## src/rtl/fir_capture_if.sv

```systemverilog
// fir_capture_if: valid/ready stream carrying captured samples to the readout consumer.
interface fir_capture_if;
    logic       valid;
    logic       ready;
    logic [7:0] data;
    logic       last;
    modport master (output valid, data, last, input ready);
    modport slave  (input valid, data, last, output ready);
endinterface

```

## src/rtl/fir_capture.sv

```systemverilog
// fir_capture: triggered circular capture of FIR samples, streamed out in time order.
module fir_capture #(
    parameter int DEPTH = 256,
    parameter int PRE   = 64,
    parameter int AW    = $clog2(DEPTH)
) (
    input  logic                clk,
    input  logic                rst,
    input  logic signed [7:0]   x,
    input  logic                sample_en,
    input  logic signed [7:0]   trig_level,
    input  logic                arm,
    input  logic                abort,
    output logic                busy,
    output logic                done,
    output logic [AW-1:0]       trig_addr,
    fir_capture_if.master       rd
);
    typedef enum logic [2:0] {IDLE, PRE_FILL, WAIT_TRIG, POST, READOUT} state_t;
    localparam logic [AW-1:0] POST_N = AW'(DEPTH - PRE - 1);
    state_t state, state_n;
    logic [7:0] mem [DEPTH];
    logic [7:0] q;
    logic [AW-1:0] wp, pre_cnt, post_cnt, rd_addr;
    logic [AW:0] rd_idx;
    logic signed [7:0] prev;
    logic prev_valid, accept, trig, last_xfer, s1_valid, s1_last, s2_load, rd_en;
    always_ff @(posedge clk)
        state <= rst ? IDLE : state_n;
    always_comb begin
        state_n   = state;
        accept    = sample_en && !abort && (state == PRE_FILL || state == WAIT_TRIG || state == POST);
        trig      = accept && state == WAIT_TRIG && prev_valid && prev < trig_level && x >= trig_level;
        last_xfer = rd.valid && rd.ready && rd.last;
        case (state)
            IDLE:      state_n = arm ? PRE_FILL : IDLE;
            PRE_FILL:  state_n = accept && pre_cnt == AW'(PRE - 1) ? WAIT_TRIG : PRE_FILL;
            WAIT_TRIG: state_n = !trig ? WAIT_TRIG : POST_N == '0 ? READOUT : POST;
            POST:      state_n = accept && post_cnt == AW'(1) ? READOUT : POST;
            READOUT:   state_n = last_xfer ? IDLE : READOUT;
            default:   state_n = IDLE;
        endcase
        if (abort)
            state_n = IDLE;
    end
    // Two-stage read pipeline: the RAM output register holds while the output register is stalled.
    always_comb begin
        s2_load = s1_valid && (!rd.valid || rd.ready);
        rd_en   = state == READOUT && !rd_idx[AW] && (!s1_valid || s2_load);
        rd_addr = trig_addr - AW'(PRE) + rd_idx[AW-1:0];
    end
    always_ff @(posedge clk) begin
        if (accept)
            mem[wp] <= x;
        if (rd_en)
            q <= mem[rd_addr];
    end
    always_ff @(posedge clk) begin
        if (rst) begin
            busy       <= 1'b0;
            done       <= 1'b0;
            wp         <= '0;
            pre_cnt    <= '0;
            post_cnt   <= '0;
            prev       <= '0;
            prev_valid <= 1'b0;
            trig_addr  <= '0;
            rd_idx     <= '0;
            s1_valid   <= 1'b0;
            s1_last    <= 1'b0;
            rd.valid   <= 1'b0;
            rd.last    <= 1'b0;
            rd.data    <= '0;
        end else begin
            busy <= state_n inside {PRE_FILL, WAIT_TRIG, POST};
            done <= state_n == READOUT;
            if (state == IDLE && arm && !abort) begin
                wp         <= '0;
                pre_cnt    <= '0;
                prev_valid <= 1'b0;
            end
            if (accept) begin
                wp         <= wp + 1'b1;
                prev       <= x;
                prev_valid <= 1'b1;
            end
            if (accept && state == PRE_FILL)
                pre_cnt <= pre_cnt + 1'b1;
            if (trig) begin
                trig_addr <= wp;
                post_cnt  <= POST_N;
            end else if (accept && state == POST)
                post_cnt <= post_cnt - 1'b1;
            rd_idx <= state == READOUT && !abort ? rd_idx + (AW+1)'(rd_en) : '0;
            if (abort)
                s1_valid <= 1'b0;
            else if (rd_en) begin
                s1_valid <= 1'b1;
                s1_last  <= rd_idx == (AW+1)'(DEPTH - 1);
            end else if (s2_load)
                s1_valid <= 1'b0;
            if (abort) begin
                rd.valid <= 1'b0;
                rd.last  <= 1'b0;
            end else if (s2_load) begin
                rd.valid <= 1'b1;
                rd.last  <= s1_last;
                rd.data  <= q;
            end else if (rd.ready) begin
                rd.valid <= 1'b0;
                rd.last  <= 1'b0;
            end
        end
    end
endmodule

```

## src/flat_wrapper.sv

```systemverilog
// flat-port wrapper written by rule: the top's interface ports become plain ports
module fir_capture_flat 
#(
    parameter int DEPTH = 256,
    parameter int PRE   = 64,
    parameter int AW    = $clog2(DEPTH)
)
  (clk, rst, x, sample_en, trig_level, arm, abort, busy, done, trig_addr, rd_valid, rd_data, rd_last, rd_ready);
  fir_capture_if rd_i ();
  input  logic clk;
  input  logic rst;
  input  logic signed [7:0] x;
  input  logic sample_en;
  input  logic signed [7:0] trig_level;
  input  logic arm;
  input  logic abort;
  output logic busy;
  output logic done;
  output logic [AW-1:0] trig_addr;
  output wire logic [$bits(rd_i.valid)-1:0] rd_valid;
  output wire logic [$bits(rd_i.data)-1:0] rd_data;
  output wire logic [$bits(rd_i.last)-1:0] rd_last;
  input wire logic [$bits(rd_i.ready)-1:0] rd_ready;
  assign rd_valid = rd_i.valid;
  assign rd_data = rd_i.data;
  assign rd_last = rd_i.last;
  assign rd_i.ready = rd_ready;
  fir_capture #(.DEPTH(DEPTH), .PRE(PRE), .AW(AW)) u_core (.clk(clk), .rst(rst), .x(x), .sample_en(sample_en), .trig_level(trig_level), .arm(arm), .abort(abort), .busy(busy), .done(done), .trig_addr(trig_addr), .rd(rd_i));
endmodule
```

## config.mk

```make
export PLATFORM = sky130hd
export DESIGN_NAME = fir_capture_flat
export DESIGN_NICKNAME = d
export VERILOG_FILES = /design/src/rtl/fir_capture_if.sv /design/src/rtl/fir_capture.sv /design/src/flat_wrapper.sv
export SDC_FILE = /design/constraint.sdc
export NUM_CORES = 2
export LEC_CHECK = 0
export CORE_ASPECT_RATIO = 1.2
export CORE_MARGIN = 3
export CORE_UTILIZATION = 35
export DETAILED_ROUTE_END_ITERATION = 8
export SYNTH_ARGS = -nofsm -noshare
export SYNTH_HDL_FRONTEND = slang
export SYNTH_SLANG_ARGS = --single-unit
```

## constraint.sdc

```tcl
create_clock -name clk -period 7.9 [get_ports clk]
set_clock_uncertainty 0.1 [all_clocks]
set_input_delay 1.185 -clock clk [delete_from_list [all_inputs] [get_ports clk]]
set_output_delay 1.185 -clock clk [all_outputs]
set_load 0.01 [all_outputs]
```

======== After elaboration in Yosys (flattened, before gate mapping) ========
Memories as Yosys holds them, arrays and structs flattened. A register that Yosys moved wholly into a read port is not among the register bits.
Cells that the tools add are included.
W data, S select, Z words.
word-level totals
  register bits after elaboration ......... 67
  memory bits (writable) .................. 2048
  output and inout port bits .............. 20
  memories kept ........................... 1
memory list
  name        words  bits a word  rd ports  clocked after Yosys merged registers in  write ports  line               source
  u_core.mem  256    8            1         1                                        1            fir_capture.sv:22  logic [7:0] mem [DEPTH];
cells by class
  add/subtract/negate cells ............... 6
  magnitude comparators ................... 2
  equality and inequality tests ........... 11
  multiplexer cells ....................... 21
  bitwise operators ....................... 2
  reductions and logical operators ........ 38
operators with widths
  cell                   count
  $mux W8                5
  $logic_and A1 B1 Y1    18
  $add A8 B1 Y8 const B  2
  $pmux W3 S5            1
  $eq A3 B2 Y1 const B   4
  $mux W1                11
  $reduce_bool A2 Y1     5
  $add A9 B1 Y9          1
  $eq A9 B8 Y1 const B   1
  $mux W3                3
  $add A8 B8 Y8          1
  $eq A8 B1 Y1 const B   1
  $eq A8 B6 Y1 const B   1
  $ge A8 B8 Y1           1
  $lt A8 B8 Y1           1
  $sub A8 B1 Y8 const B  1
  $sub A8 B7 Y8 const B  1
  $eq A3 B1 Y1 const B   2
  $eq A3 B3 Y1 const B   2
  $reduce_or A2 Y1       3
  $logic_not A1 Y1       4
  $logic_or A1 B1 Y1     4
  $reduce_and A2 Y1      2
  $logic_not A3 Y1       1
  3 further kinds        4

======== Longest topological paths before layout ========
  depth after elaboration ................. 13
  gate-level depth with buffers ........... 15
  gate-level depth less buffers ........... 12

======== Worst setup path before layout ========
Ideal clock, no wire load.
  kind .................................... flip-flop to flip-flop
  start ................................... register u_core.trig_addr[1]
  end ..................................... register u_core.q[1] (read register of u_core.mem) (data pin)
  library setup time ...................... 0.274 ns
  data arrival time ....................... 3.230 ns
  required time ........................... 7.526 ns
  setup slack ............................. 4.296 ns
  cell stages (with the launch flop) ...... 14
  path buffers ............................ 4
  cell sequence ........................... dfxtp_1 > ha_1 > ha_1 > inv_1 > fa_1 > buf_2 > buf_2 > clkbuf_1 > clkbuf_1 > mux4_2 > a211oi_1 > nor3_1 > a21oi_1 > o211ai_1
on the way
  word-level cells in the longest chain between the ends .. 2
ends and longest elaborated chain
  item                      line               source
  start: declaration        fir_capture.sv:16  output logic [AW-1:0] trig_addr,
  start signal: assignment  fir_capture.sv:90  trig_addr <= wp;
  $sub A8 B7 Y8             fir_capture.sv:50  rd_addr = trig_addr - AW'(PRE) + rd_idx[AW-1:0];
  $add A8 B8 Y8             fir_capture.sv:50
  end: declaration          fir_capture.sv:23  logic [7:0] q;
No other way between the ends.
A chain may end at the register's enable or synchronous reset.

======== Worst setup path after layout ========
  start ................................... register u_core.rd_idx[1]
  end ..................................... register u_core.q[0] (read register of u_core.mem) (data pin)
on the way
  word-level cells in the longest chain between the ends .. 1
ends and longest elaborated chain
  item                      line               source
  start: declaration        fir_capture.sv:25  logic [AW:0] rd_idx;
  start signal: assignment  fir_capture.sv:94  rd_idx <= state == READOUT && !abort ? rd_idx + (AW+1)'(rd_en) : '0;
  $add A8 B8 Y8             fir_capture.sv:50
No other way between the ends.

==> impl_metrics.toml <==
[detailed_routing]
avgRoutedWirePerCell_um = 30.4
antenna_left = 0
dr_total_vias = 42031
initialDrtViolationCount = 4973
drc = 0
routed_wl_mm = 229
drt_pre_antenna_iters = 6
viasPerCell = 5.59

[critical_path]
cp.required_ps = 8390
cp_max_fo = 40
r2r_cells = 12
cp.arrival_ps = 5690
start_kind = "register"
r2r_start = "u_core.rd_idx[1]$_SDFF_PP0_"
worstReg2RegEnd = "u_core.q[0]$_DFFE_PP_"
crit_type = "register to register"
crit_path_end_kind = "register"
reg2reg_slack_ps = 2700

[synthesis]
netlist_area_mm2 = 0.0833
netlist_instances = 4110
synth_cell_type_count = 64
ys_ff_latch = 2123
synth_edf_count = 2056
avgSynthCellArea_um2 = 20.3
async_flop_share_pct = 0
seq_area_frac_synth_pct = 75.7
synth_nets = 4170
yosys_warnings = 0
synth-main-ff-cell = "edfxtp_1"

[placement]
hpwlAfterDp_mm = 139
finalWeightedCongestion = 0.862
portBuffers = 41

[clocking]
ctsHoldBuffers = 0
cts_resized = 0
cts-buffers-inserted = 195
cts_buffer_depth = 3
cts_tree = "built"
clkLatencyLatePin_ps = 850
cts_htree_levels = 4
clk_pin_slew_ps = 60
cts_root_buffer = "clkbuf_16"
cts_sinks = 2123
postCtsSetupRepairBufs = 0

[global_route]
grt_pass1_vias = 42133
antenna_found_initial = 10
grt_max_degree = 169
grt_overflow = 0
grt_pass1_wl_mm = 326
grt_usage_pct = 18.5

[power]
peakVddDrop_mv = 0.202
leakage_nw = 28.0
power_density_mw_per_mm2 = 233

[timing]
fin_tns_setup_ps = 0
worstMarginPinSlew_ps = 1460
setup_viol = 0
rsz0062_at_grt = "no"
whs_ps = 357
drv_slew = 0
maxSlewHeadroom_pct = 1.87
timing.final.crit_share_pct = 65.8
hold_viol = 0
fmax_ghz = 0.192
fin_crit_ps = 5200

[floorplan]
fp-row-count = 195
dieHeight_um = 540
core_area_mm2 = 0.236
ios = 42
dieArea_mm2 = 0.244
die_w_um = 451
initial_utilization_pct = 35.3

[min_path]
hp-class = "register to register"
min_to = "u_core.prev[2]$_SDFFE_PP0P_"
whs_path_depth = 2
hold_path.startpoint = "u_core.prev[2]$_SDFFE_PP0P_"

[final_layout]
nNetsFinal = 4270
fill_cells = 20897
syn_to_final_growth_pct = 12.6
layout-drive-gt1-share_pct = 22.2

[flow_run]
drv_cap = 0

[run_status]
status = "finished, final reports clean"
-- worst max-delay path by stage --
stage                             to                        startpoint  cells after the start  slack, ps
3_3_place_gp   u_core.q[4]$_DFFE_PP_       u_core.rd_idx[1]$_SDFF_PP0_                     11       2620
4_1_cts        u_core.q[2]$_DFFE_PP_       u_core.rd_idx[1]$_SDFF_PP0_                     13       2690
6_report       u_core.q[0]$_DFFE_PP_       u_core.rd_idx[1]$_SDFF_PP0_                     12       2700
5_1_grt        u_core.q[4]$_DFFE_PP_       u_core.rd_idx[1]$_SDFF_PP0_                     11       2520
3_5_place_dp   u_core.q[2]$_DFFE_PP_       u_core.rd_idx[1]$_SDFF_PP0_                     13       2680
2_1_floorplan  u_core.q[1]$_DFFE_PP_  u_core.trig_addr[1]$_SDFFE_PP0P_                     13       4300
-- report_power, final --
part	switching (mW)	internal (mW)
clock network	4.23	5.06
registers	0.00161	12.3
logic	0.228	0.0341
total	4.46	17.4
-- final cells by class --
| type | instances | area [um^2] | share of cell area [%] |
|---|---|---|---|
| Timing Repair Buffer | 138 | 1440 | 1.53 |
| Sequential cell | 2123 | 63100 | 67.2 |
| Clock inverter | 105 | 1110 | 1.18 |
| Antenna cell | 5 | 12.5 | 0.0133 |
| Tap cell | 3152 | 3940 | 4.20 |
| Inverter | 30 | 113 | 0.120 |
| Multi-Input combinational cell | 1722 | 19000 | 20.3 |
| Clock buffer | 244 | 5090 | 5.42 |
-- cell usage after synthesis, drive strengths merged, types with 17 or more instances --
cell	count	area share, %
a211oi	27	0.24
a21oi	73	0.44
a31oi	23	0.17
buf	130	1.0
clkbuf	105	0.47
dfxtp	67	1.6
edfxtp	2056	74
ha	37	0.56
inv	29	0.13
mux2i	53	0.64
mux4	552	15
nand2	259	1.2
nand3	79	0.47
nand4	22	0.17
nor2	325	1.5
nor2b	27	0.20
nor3	28	0.17
o21ai	33	0.21
o22ai	17	0.13
-- cell usage in the layout (no fill, tap or decap), types with 36 or more instances in the layout --
cell / count
a21oi_1: 72
buf_4: 75
clkbuf_1: 45
clkbuf_16: 195
clkinv_2: 36
dfxtp_1: 67
edfxtp_1: 2056
mux2i_1: 53
mux4_2: 552
nand2_1: 258
nand3_1: 63
nor2_1: 323
-- stage by stage --
stage | worst slack, ps | instance area, um^2 | instances | util (%) | total power [mW]
6_report | 2700 | 93800 | 7519 | 39.8 | 21.9
5_1_grt | 2520 | 93800 | 7515 | 39.8 | 22.5
3_3_place_gp | 2620 | 87600 | 7165 | 37.1 | 12.8
2_1_floorplan | 4300 | 83300 | 4110 | - | 12.6
3_5_place_dp | 2680 | 87600 | 7165 | 37.1 | 12.8
4_1_cts | 2690 | 93800 | 7514 | 39.8 | 22.0
-- critical path: stages, from the launching register on --
cell      delay (ps)
dfxtp_1          340
ha_1             320
ha_4             150
inv_1             70
fa_4            1410
buf_4            460
mux4_2           340
nor2b_1          140
a211oi_1         390
a311oi_1         150
a211oi_1         290
a311oi_1         160
or4_1            560
-- sequential cells by signal, summed over array words and instances (netlist names), 3 cells and up --
register	count
u_core.mem	2048
u_core.post_cnt	8
u_core.pre_cnt	8
u_core.prev	8
u_core.q	8
u_core.rd.data	8
u_core.rd_idx	9
u_core.state	3
u_core.trig_addr	8
u_core.wp	8
-- routing by layer --
layer | GRT usage (%) | vias up | share of wire [%]
met5 | 0 | - | 0.031
met3 | 3.52 | 385 | 8.2
met2 | 30.1 | 2037 | 49
li1 | - | 17017 | -
met1 | 24.8 | 22582 | 39
met4 | 6.80 | 10 | 3.9
-- cells by family after synthesis --
kind of cell             Yosys count  synth area share (%)
flip-flops                      2123                  75.7
AND/OR/NAND/NOR                  781                  3.97
multiplexers                     607                  15.6
AO/OA/AOI/OAI                    273                  2.20
buffers and inverters            265                  1.65
adder cells (fa/ha/maj)           38                 0.580
XOR/XNOR                          23                 0.251
Note: power is estimated with default switching activity, not from simulation.
